`src/rtl/hazard_scoreboard.sv`:
```
// Destination-tag scoreboard for the EX/MEM/WB stages. It supplies forwarding tags and
// raises stall/bubble controls for load-use hazards and for multi-cycle MDU occupancy of EX.
module hazard_scoreboard #(
  parameter int MDU_LATENCY = 4,
  parameter int REG_ADDR_W  = 5
) (
  input  logic                  clk,
  input  logic                  rst,
  input  logic                  id_valid,
  input  logic [REG_ADDR_W-1:0] id_rs1,
  input  logic [REG_ADDR_W-1:0] id_rs2,
  input  logic                  id_use_rs1,
  input  logic                  id_use_rs2,
  input  logic [REG_ADDR_W-1:0] id_rd,
  input  logic                  id_regwrite,
  input  logic                  id_memread,
  input  logic                  id_mdu,
  input  logic                  flush_ex,
  output logic                  stall_if_id,
  output logic                  bubble_ex,
  output logic                  mdu_busy,
  output logic                  ex_valid,
  output logic [REG_ADDR_W-1:0] ex_rd,
  output logic                  ex_regwrite,
  output logic                  exmem_regwrite,
  output logic [REG_ADDR_W-1:0] exmem_rd,
  output logic                  memwb_regwrite,
  output logic [REG_ADDR_W-1:0] memwb_rd
);

  localparam int CNT_W = (MDU_LATENCY > 1) ? $clog2(MDU_LATENCY) : 1;
  localparam logic [CNT_W-1:0] MDU_RELOAD = CNT_W'(MDU_LATENCY - 1);

  // EX is _p0, MEM is _p1, WB is _p2. Downstream of EX only {regwrite, rd} is observable.
  logic                  vld_p0;
  logic [REG_ADDR_W-1:0] rd_p0;
  logic                  wr_p0;
  logic                  ld_p0;
  logic [REG_ADDR_W-1:0] rd_p1;
  logic                  wr_p1;
  logic [REG_ADDR_W-1:0] rd_p2;
  logic                  wr_p2;
  logic [CNT_W-1:0]      mdu_cnt;

  logic busy;
  logic load_use;
  logic bubble_int;

  always_comb begin
    busy     = (mdu_cnt != '0);
    load_use = id_valid & vld_p0 & ld_p0 & wr_p0 &
               ((id_use_rs1 & (id_rs1 == rd_p0)) | (id_use_rs2 & (id_rs2 == rd_p0)));
    bubble_int = ~busy & (flush_ex | ~id_valid | load_use);
  end

  // Gated with rst so every control output reads 0 while reset is held.
  assign mdu_busy    = busy;
  assign stall_if_id = busy | (load_use & ~flush_ex);
  assign bubble_ex   = bubble_int & ~rst;

  // ---- ID -> EX (p0), EX -> MEM (p1), MEM -> WB (p2) ----
  always_ff @(posedge clk or posedge rst) begin
    if (rst) begin
      vld_p0  <= 1'b0;
      rd_p0   <= '0;
      wr_p0   <= 1'b0;
      ld_p0   <= 1'b0;
      rd_p1   <= '0;
      wr_p1   <= 1'b0;
      rd_p2   <= '0;
      wr_p2   <= 1'b0;
      mdu_cnt <= '0;
    end else if (busy) begin
      rd_p1   <= '0;
      wr_p1   <= 1'b0;
      rd_p2   <= rd_p1;
      wr_p2   <= wr_p1;
      mdu_cnt <= mdu_cnt - CNT_W'(1);
    end else begin
      rd_p1 <= rd_p0;
      wr_p1 <= wr_p0;
      rd_p2 <= rd_p1;
      wr_p2 <= wr_p1;
      if (bubble_int) begin
        vld_p0 <= 1'b0;
        rd_p0  <= '0;
        wr_p0  <= 1'b0;
        ld_p0  <= 1'b0;
      end else begin
        vld_p0 <= 1'b1;
        rd_p0  <= id_rd;
        wr_p0  <= id_regwrite & (id_rd != '0);
        ld_p0  <= id_memread;
        if (id_mdu) mdu_cnt <= MDU_RELOAD;
      end
    end
  end

  assign ex_valid       = vld_p0;
  assign ex_rd          = rd_p0;
  assign ex_regwrite    = wr_p0;
  assign exmem_regwrite = wr_p1;
  assign exmem_rd       = rd_p1;
  assign memwb_regwrite = wr_p2;
  assign memwb_rd       = rd_p2;

endmodule

```
`config.mk`:
```
export PLATFORM = sky130hd
export DESIGN_NAME = hazard_scoreboard
export DESIGN_NICKNAME = d
export VERILOG_FILES = /design/src/rtl/hazard_scoreboard.sv
export SDC_FILE = /design/constraint.sdc
export NUM_CORES = 1
export LEC_CHECK = 0
export BUFFER_PORTS_ARGS = -buffer_cell sky130_fd_sc_hd__buf_2
export CORE_MARGIN = 1
export CORE_UTILIZATION = 35
export DETAILED_ROUTE_END_ITERATION = 7
export PLACE_DENSITY = 0.78
export SLEW_MARGIN = 5
export SYNTH_ARGS = -nofsm -noshare
export SYNTH_HDL_FRONTEND = slang
export SYNTH_SLANG_ARGS = --single-unit
```
`constraint.sdc`:
```
create_clock -name clk -period 1.37 [get_ports clk]
set_input_delay 0.0685 -clock clk [delete_from_list [all_inputs] [get_ports clk]]
set_output_delay 0.0685 -clock clk [all_outputs]
set_load 0.01 [all_outputs]
```
==> impl_metrics.env <==
export IMPL_fin_crit_sh_pct=134.5
export IMPL_slew_viol_final=0
export IMPL_num_rows=18
export IMPL_maxCapViolations=0
export IMPL_core_area_um2=2500
export IMPL_cts_tree="built"
export IMPL_hp_class="input port to flip-flop"
export IMPL_path_class="flip-flop to primary output"
export IMPL_ff2ff_path_depth=8
export IMPL_routedWlPerCell_um=13.50
export IMPL_area_growth_pct=59.33
export IMPL_critPathMaxFanout=4
export IMPL_cts_sinks=22
export IMPL_grt_use_total_pct=18.25
export IMPL_final_setup_viol_count=12
export IMPL_io_buffers=45
export IMPL_grt_overflow=0
export IMPL_cts_inserted_buffers=3
export IMPL_ys_seq_area_share_pct=58.67
export IMPL_reg2reg_slack_ns=-0.29
export IMPL_reg2reg_to="mdu_cnt[1]"
export IMPL_grt_pass1_vias=810
export IMPL_post_route_drc_count=0
export IMPL_tightest_slew_ns=0.2868
export IMPL_finalClockSkew_ns=0.002038
export IMPL_syn_num_nets=109
export IMPL_drtAntennaViolNets=0
export IMPL_vias_per_cell=4.885
export IMPL_synth_area_um2=938.4
export IMPL_rsz0062_at_grt="true"
export IMPL_cts_max_level=1
export IMPL_hold_path_endpoint="ex_rd[4]"
export IMPL_drive_gt1_share_pct=52.29
export IMPL_cts_buffer_depth=2
export IMPL_power_leakage_nw=0.7732
export IMPL_slew_headroom_pct=80.88
export IMPL_startpoint_type="flip-flop"
export IMPL_die_w_um=53.78
export IMPL_yosysUniqueCellTypes=26
export IMPL_power_density_nw_per_um2=1805
export IMPL_nets=179
export IMPL_rr_startpoint="ex_rd[0]"
export IMPL_cp_data_arrival_time_ns=1.77
export IMPL_endpoint_kind="primary output"
export IMPL_worstHoldStart="id_rd[4]"
export IMPL_root_buffer="clkbuf_4"
export IMPL_synthFlopType="dfrtp_1"
export IMPL_grt_pass1_wl_mm=3.677
export IMPL_synth_edf_count=0
export IMPL_hold_viol_final=0
export IMPL_clock_latency_ns=0.32
export IMPL_outcome="finished with violations"
export IMPL_antenna_found_initial=0
export IMPL_critPathRequiredTime_ns=1.30
export IMPL_hold_depth=3
export IMPL_violations="setup timing"
export IMPL_routabilityCongestion=0.8368
export IMPL_fmax_mhz=542.5
export IMPL_synth_cells=84
export IMPL_routed_wl_mm=2.470
export IMPL_async_reset_ff_share_pct=100.0
export IMPL_fin_crit_ns=1.843
export IMPL_start_util_pct=37.54
export IMPL_peakVddDrop_mv=0.9524
export IMPL_grt_max_degree=23
export IMPL_cts_clk_slew_worst_paths_ns=0.12
export IMPL_die_y_um=53.78
export IMPL_dieArea_um2=2892
export IMPL_yosys_register_bits=22
export IMPL_avgSynthCellArea_um2=11.17
export IMPL_num_vias=894
export IMPL_yosysWarnings=0
export IMPL_setup_slack_ns=-0.4733
export IMPL_drt_pre_antenna_iters=4
export IMPL_dp_hpwl_mm=1.744
export IMPL_post_place_ws_ns=-0.1708
export IMPL_num_antenna_cells=0
export IMPL_final_setup_tns_ns=-2.832
export IMPL_ios=46
export IMPL_drtIter0Drc=7
[how the worst max path moves through the flow]
stage | startpoint | endpoint | slack (ns)
2_1_floorplan | ex_rd[2] | bubble_ex | -0.11
3_3_place_gp | ex_rd[2] | bubble_ex | -0.13
3_5_place_dp | ex_rd[0] | ex_rd[3] | -0.17
4_1_cts | ex_rd[0] | bubble_ex | -0.45
5_1_grt | ex_rd[4] | bubble_ex | -0.53
6_report | ex_rd[0] | bubble_ex | -0.47
[timing repair]
action | CTS | global route
cloned | 0 | 0
pin swaps | 5 | 0
resized for setup | 6 | 8
hold buffers | 6 | 1
setup endpoints to repair | 13 | 13
setup buffers | 1 | 3
endpoints found under the hold margin | 27 | 1
[cells in the mapped netlist, types with 2 or more instances]
master	number	share of area, %
nand3_1	2	1.1
and2_1	4	2.7
nor4_1	2	1.3
o2bb2ai_1	5	4.7
clkbuf_1	2	0.80
o22ai_1	2	1.3
nor2_1	2	0.80
inv_1	6	2.4
xor2_1	5	4.7
nand2_1	10	4.0
o21ai_1	2	1.1
dfrtp_1	22	59
nand4_1	2	1.3
xnor2_1	6	5.6
[state kept, by name, summed over array words and instances, names as in the netlist]
| name | cells |
|---|---|
| ld_p0 | 1 |
| memwb_rd | 5 |
| ex_regwrite | 1 |
| mdu_cnt | 2 |
| exmem_rd | 5 |
| ex_rd | 5 |
| memwb_regwrite | 1 |
| exmem_regwrite | 1 |
| ex_valid | 1 |
[power breakdown]
part | internal [mW] | leakage (nW) | switching, mW
sequential | 0.856 | 0.290 | 0.148
clock | 0.163 | 0.0210 | 0.211
combinational | 0.667 | 0.463 | 0.655
total | 1.69 | 0.773 | 1.01
[cell families (layout without fill, tap and decap cells)]
kind of cell               after synthesis  after routing  share of synthesized area, %
adders and majority gates                1              1                         1.333
xor gates and xnor gates                11             11                         10.27
DFF                                     22             22                         58.67
buffers and inverters                   10             79                         4.800
and+or+nand+nor                         27             27                         14.93
AOI/OAI and AO/OA                       13             13                         10.00
[metrics by stage]
stage / util [%] / hold WS (ns) / instance area (µm²) / cells / power, mW
2_1_floorplan: - / 0.06610 / 960.9 / 84 / 1.619
3_3_place_gp: 51.80 / 0.1681 / 1295 / 168 / 2.074
3_5_place_dp: 51.80 / 0.1756 / 1295 / 168 / 2.132
4_1_cts: 56.66 / 0.002637 / 1416 / 179 / 2.534
5_1_grt: 59.81 / 0.03289 / 1495 / 183 / 2.894
6_report: 59.81 / 0.02419 / 1495 / 183 / 2.699
[layout by cell type (no fill, tap or decap), types with 2 or more instances in the layout]
cell type and n:
nand4_1 2, and2_1 4, nor4_2 2, o2bb2ai_1 5, xor2_1 5, dfrtp_1 17, buf_6 3, buf_4 14
nor2_1 2, xnor2_2 2, dfrtp_2 5, xnor2_1 4, nand3_1 2, o21ai_1 2, clkbuf_4 3, inv_1 6
buf_2 44, o22ai_2 2, dlygate4sd3_1 7, nand2_1 10
[critical path: stages, from the launching register on]
cell and delay [ns]:
dfrtp_2 0.47, xnor2_2 0.14, nand4_1 0.13, nor4_2 0.06
or3b_1 0.37, and3_4 0.17, buf_6 0.11
[routing by layer]
layer,vias up,global-route usage (%),wire (µm)
met2,43,32.51,1213
li1,423,-,-
met4,0,9.211,61
met1,421,20.98,1017
met3,7,2.542,178
met5,-,0,0
[area by class of cell]
| cell class | instances | area [µm²] |
|---|---|---|
| Sequential cell | 22 | 556.8 |
| Fill cell | 199 | 1005 |
| Timing Repair Buffer | 68 | 429.2 |
| Clock buffer | 4 | 36.28 |
| Multi-Input combinational cell | 52 | 404.1 |
| Tap cell | 30 | 37.54 |
| Inverter | 7 | 31.28 |
(Power assumes the default switching activity.)
